[src/rtl/ascon_pkg.sv]
// ascon_pkg: shared constants, round-constant table, rotation amounts and FSM encoding
// for the iterative Ascon-128 encryption core.
package ascon_pkg;
    localparam logic [63:0] IV = 64'h80400c0600000000;
    localparam int ROUNDS_A = 12;
    localparam int ROUNDS_B = 6;
    localparam logic [7:0] RC [12] = '{8'hf0, 8'he1, 8'hd2, 8'hc3, 8'hb4, 8'ha5,
                                        8'h96, 8'h87, 8'h78, 8'h69, 8'h5a, 8'h4b};
    localparam int ROT_A [5] = '{19, 61, 1, 10, 7};
    localparam int ROT_B [5] = '{28, 39, 6, 17, 41};

    typedef enum logic [2:0] {LOAD, INIT, AD, FINAL, DONE} fsm_t;

    function automatic logic [63:0] rotr(input logic [63:0] x, input int n);
        return (x >> n) | (x << (64 - n));
    endfunction
endpackage

[src/rtl/ascon_round.sv]
// ascon_round: one combinational Ascon permutation round (constant, bit-sliced S-box,
// linear diffusion) on the 320-bit state, x0 in the MSBs.
module ascon_round
    import ascon_pkg::*;
(
    input  logic [319:0] S_in,
    input  logic [7:0]   rc,
    output logic [319:0] S_out
);
    logic [63:0] x [5];
    logic [63:0] a [5];
    logic [63:0] b [5];
    logic [63:0] c [5];

    assign a[0] = x[0] ^ x[4];
    assign a[1] = x[1];
    assign a[2] = x[2] ^ {56'd0, rc} ^ x[1];
    assign a[3] = x[3];
    assign a[4] = x[4] ^ x[3];

    // post-chi mixing; c[1] uses b[0] before x0 picks up x4
    assign c[0] = b[0] ^ b[4];
    assign c[1] = b[1] ^ b[0];
    assign c[2] = ~b[2];
    assign c[3] = b[3] ^ b[2];
    assign c[4] = b[4];

    for (genvar i = 0; i < 5; i++) begin : g_lane
        assign x[i] = S_in[319 - 64*i -: 64];
        assign b[i] = a[i] ^ (~a[(i + 1) % 5] & a[(i + 2) % 5]);
        assign S_out[319 - 64*i -: 64] = c[i] ^ rotr(c[i], ROT_A[i]) ^ rotr(c[i], ROT_B[i]);
    end
endmodule

[src/rtl/ascon128_top.sv]
// ascon128_top: free-running Ascon-128 encryption of one AD block and one plaintext block,
// one permutation round per clock, 32 cycles per run, C/T updated together in DONE.
module ascon128_top
    import ascon_pkg::*;
(
    input  logic         CLK,
    input  logic         RST,
    input  logic [127:0] SK,
    input  logic [127:0] N,
    input  logic [63:0]  A,
    input  logic [63:0]  P,
    output logic [63:0]  C,
    output logic [127:0] T
);
    fsm_t         fsm_q, fsm_d;
    logic [3:0]   cnt_q, cnt_d;
    logic [319:0] s_q, s_d;
    logic [127:0] k_q, k_d, treg_q, treg_d, t_q, t_d;
    logic [63:0]  a_q, a_d, p_q, p_d, creg_q, creg_d, c_q, c_d;
    logic [319:0] s_r, ad_x;
    logic [3:0]   rc_idx;
    logic         last;

    // p6 runs on the tail of the p12 constant table
    assign rc_idx = (fsm_q == AD) ? cnt_q + 4'd6 : cnt_q;
    assign last   = cnt_q == ((fsm_q == AD) ? 4'd5 : 4'd11);
    assign ad_x   = s_r ^ {p_q, 255'd0, 1'b1};
    assign C      = c_q;
    assign T      = t_q;

    ascon_round u_round (
        .S_in  (s_q),
        .rc    (RC[rc_idx]),
        .S_out (s_r)
    );

    always_comb begin
        fsm_d  = fsm_q;
        s_d    = s_q;
        k_d    = k_q;
        a_d    = a_q;
        p_d    = p_q;
        creg_d = creg_q;
        treg_d = treg_q;
        c_d    = c_q;
        t_d    = t_q;
        cnt_d  = (fsm_q inside {INIT, AD, FINAL} && !last) ? cnt_q + 4'd1 : 4'd0;
        case (fsm_q)
            LOAD: begin
                k_d   = SK;
                a_d   = A;
                p_d   = P;
                s_d   = {IV, SK, N};
                fsm_d = INIT;
            end
            INIT: begin
                s_d   = last ? s_r ^ {192'd0, k_q} ^ {a_q, 256'd0} : s_r;
                fsm_d = last ? AD : INIT;
            end
            AD: begin
                s_d    = last ? ad_x ^ {64'd0, k_q, 128'd0} : s_r;
                creg_d = last ? ad_x[319:256] : creg_q;
                fsm_d  = last ? FINAL : AD;
            end
            FINAL: begin
                s_d    = s_r;
                treg_d = last ? s_r[127:0] ^ k_q : treg_q;
                fsm_d  = last ? DONE : FINAL;
            end
            DONE: begin
                c_d   = creg_q;
                t_d   = treg_q;
                fsm_d = LOAD;
            end
            default: fsm_d = LOAD;
        endcase
    end

    always_ff @(posedge CLK) begin
        if (RST) begin
            fsm_q  <= LOAD;
            cnt_q  <= '0;
            s_q    <= '0;
            k_q    <= '0;
            a_q    <= '0;
            p_q    <= '0;
            creg_q <= '0;
            treg_q <= '0;
            c_q    <= '0;
            t_q    <= '0;
        end else begin
            fsm_q  <= fsm_d;
            cnt_q  <= cnt_d;
            s_q    <= s_d;
            k_q    <= k_d;
            a_q    <= a_d;
            p_q    <= p_d;
            creg_q <= creg_d;
            treg_q <= treg_d;
            c_q    <= c_d;
            t_q    <= t_d;
        end
    end
endmodule

[config.mk]
export PLATFORM = sky130hd
export DESIGN_NAME = ascon128_top
export DESIGN_NICKNAME = d
export VERILOG_FILES = /design/src/rtl/ascon_pkg.sv /design/src/rtl/ascon_round.sv /design/src/rtl/ascon128_top.sv
export SDC_FILE = /design/constraint.sdc
export NUM_CORES = 2
export LEC_CHECK = 0
export BUFFER_PORTS_ARGS = -buffer_cell sky130_fd_sc_hd__buf_2
export CAP_MARGIN = 0
export CELL_PAD_IN_SITES_DETAIL_PLACEMENT = 1
export CELL_PAD_IN_SITES_GLOBAL_PLACEMENT = 1
export CORE_MARGIN = 10
export CORE_UTILIZATION = 41
export CTS_CLUSTER_SIZE = 20
export DETAILED_ROUTE_END_ITERATION = 8
export HOLD_SLACK_MARGIN = 0.12
export PLACE_DENSITY = 0.84
export SETUP_SLACK_MARGIN = 0.15
export SLEW_MARGIN = 20
export SYNTH_ARGS = -nofsm -noshare
export SYNTH_HDL_FRONTEND = slang
export SYNTH_SLANG_ARGS = --single-unit
[constraint.sdc]
create_clock -name CLK -period 4 [get_ports CLK]
set_clock_uncertainty 0.15 [all_clocks]
set_input_delay 0.8 -clock CLK [delete_from_list [all_inputs] [get_ports CLK]]
set_output_delay 0.8 -clock CLK [all_outputs]
set_load 0.01 [all_outputs]
==> metrics.yaml <==
logic_synthesis:
  syn-num-nets: 7621
  syn_inst: 7104
  syn_avg_cell_area_um2: 8.15
  syn_area_um2: 57900
  yosysWarnings: 0
  ys_ff_latch: 967
  synth-edff-count: 0
  synthFlopType: "dfxtp_1"
  synth-async-reset-ratio: 0
  yosysSeqAreaShare: 0.334
  ys_types: 73
cells_and_area:
  drive_above_1_share: 0.182
  layout_commonest_cell: "nand2_1"
  area_growth_pct: 24.9
  fill_cells: 16600
  fin_nets: 8507
  layout_common_cells: "1,634 x nand2_1, 964 x dfxtp_1, 841 x a21oi_1"
  regArea_um2: 19400
  multiInputGateArea_um2: 36500
route:
  drt-initial-drc-count: 7897
  viasPerCell: 6.25
  vias: 62400
  wire_per_inst_um: 36.4
  drc_errors: 0
  drtPass1Iterations: 6
  wl_um: 363000
  postRouteAntennaNets: 0
worst_setup_path:
  critPathLaunch: "fsm_q[2]"
  crit_chain: "nor3b_4 > buf_4 > buf_4 > mux2_4 > nand3_1 > a21boi_4 > buf_12 > o21ai_0 > a21oi_1 > a211oi_1"
  path_common_cell: "buf_4"
  cp.arrival_ns: 4.29
  reg2reg_from: "fsm_q[2]"
  worst_setup_path_end_kind: "flip-flop"
  critical-path-max-stage-delay_ns: 0.84
  critPathMaxFanout: 37
  crit_family: "compound AO/OA/AOI/OAI gates"
  crit_required_ns: 4.45
  start_kind: "flip-flop"
  path_buf_inv: 3
  cp_slowest_cell: "a21oi_1"
  path_class: "reg -> reg"
floorplan:
  die_area_um2: 157000
  initial_core_util: 0.414
  die_w_um: 396
  num_rows: 137
  io_pins: 578
  die_h_um: 396
  core_area_um2: 140000
worst_hold_path:
  hp-start: "A[51]"
  hold_class: "in -> reg"
grt:
  track_usage: 0.441
  overflow: 0
  grt_max_degree: 202
  grt_pass1_wl_um: 497000
  antenna_found_initial: 24
  grt_pass1_vias: 62400
timing:
  finalSetupViolCount: 0
  period_share: 0.960
  finalCriticalPeriod_ns: 3.84
  grt_setup_unrepaired: "yes"
  max_freq_mhz: 260
  max-slew-margin-rel: 0.134
  finalHoldViolations: 0
  slew_viol_final: 0
  final.setup.tns_ns: 0
  worstMarginPinSlew_ns: 1.29
clock_tree:
  cts_buffers: 115
  cts_setup_buffers: 0
  clockBufferDepth: 3
  insertion_delay_ns: 0.82
  root_buffer: "clkbuf_16"
  clk_pin_slew_ns: 0.07
  h-tree-depth: 3
  cts_sinks: 967
  cts_tree: "done"
placement:
  io_buffers: 577
  routabilityCongestion: 1.04
  hpwlAfterDp_um: 269000
job:
  drv_cap: 0
run_status:
  status: "finished clean"
[final timing paths]
| check | depth (start not counted) | slack, ns | endpoint |
|---|---|---|---|
| setup / recovery | 10 | 0.16 | s_q[101] |
| hold / removal | 3 | 0.14 | a_q[51] |
| setup reg to reg | 10 | 0.16 | s_q[101] |
| hold reg to reg | 2 | 0.30 | T[61] |
[metrics by stage]
stage	instances	utilization	instance area [µm²]	hold WS [ns]	setup WS, ns
after floorplan	7104	-	57900	0.282	0.176
after global placement	9597	0.473	66200	0.289	-0.779
after detailed placement	9598	0.474	66200	0.295	0.0915
after CTS	9967	0.516	72200	0.120	0.199
after global routing	9972	0.517	72300	0.129	0.125
final	9985	0.517	72300	0.138	0.159
[synthesized netlist by cell type (22+ instances only)]
cell type / number / area (µm²)
a221oi_1: 41 / 359
nor2_1: 288 / 1080
a311oi_1: 80 / 701
xnor3_1: 110 / 2480
inv_1: 166 / 623
nor4b_1: 34 / 298
xor3_1: 31 / 737
ha_1: 131 / 1640
o21ai_0: 201 / 1010
clkbuf_1: 401 / 1510
o211ai_1: 48 / 360
a211oi_1: 180 / 1350
a21oi_1: 841 / 4210
buf_2: 64 / 320
a22oi_1: 51 / 383
a21boi_0: 34 / 255
dfxtp_1: 967 / 19400
nand2_1: 1637 / 6140
a21o_1: 22 / 165
a31oi_1: 25 / 156
xor2_1: 345 / 3020
o311ai_0: 40 / 350
or3_1: 83 / 519
nand2b_1: 26 / 163
mux2_2: 48 / 541
o22ai_1: 100 / 626
mux2i_1: 69 / 691
xnor2_1: 738 / 6460
nand3_1: 63 / 315
[worst min-delay path, cell delays in order]
cell	delay (ns)
buf_2	0.11
nand2_1	0.07
a21oi_1	0.06
[layout make-up]
class	instances	area share
Timing Repair Buffer	1258	0.125
Antenna cell	18	0.000623
Tap cell	1876	0.0325
Clock buffer	149	0.0452
Multi-Input combinational cell	5482	0.504
Sequential cell	967	0.268
Clock inverter	69	0.0157
Inverter	166	0.00862
[kinds of logic (layout without fill, tap and decap cells)]
kind of cell,count (synthesis),count (layout),share of synthesized area
buffers and inverters,655,1642,0.0452
other,0,18,0
flip-flops,967,967,0.334
multiplexers,132,132,0.0244
AND/OR/NAND/NOR,2207,2207,0.156
adder cells (fa/ha/maj),148,148,0.0312
AO/OA/AOI/OAI,1763,1763,0.187
XOR/XNOR,1232,1232,0.222
[metal layers]
metal  vias to the layer above  routed length, µm  GRT usage
met5                         -                 92          0
met4                        14              32800      0.315
met3                      1180              39500      0.128
met2                      4114             154000      0.666
met1                     31100             137000      0.534
li1                      26000                  -          -
[timing repair]
item	4_1_cts	5_1_grt
resized for setup	4	11
hold buffers	151	0
setup endpoints to repair	7	19
endpoints found under the hold margin	153	0
cloned	0	0
pin swaps	0	4
[sequential cells by signal, indices dropped and copies added, names as in the netlist]
register,cells
creg_q,64
treg_q,128
fsm_q,3
s_q,320
p_q,64
cnt_q,4
a_q,64
T,128
k_q,128
C,64
Power is left out: the tool's default activity adds up to more than one toggle a clock period on the data nets, which glitch-free logic cannot reach.
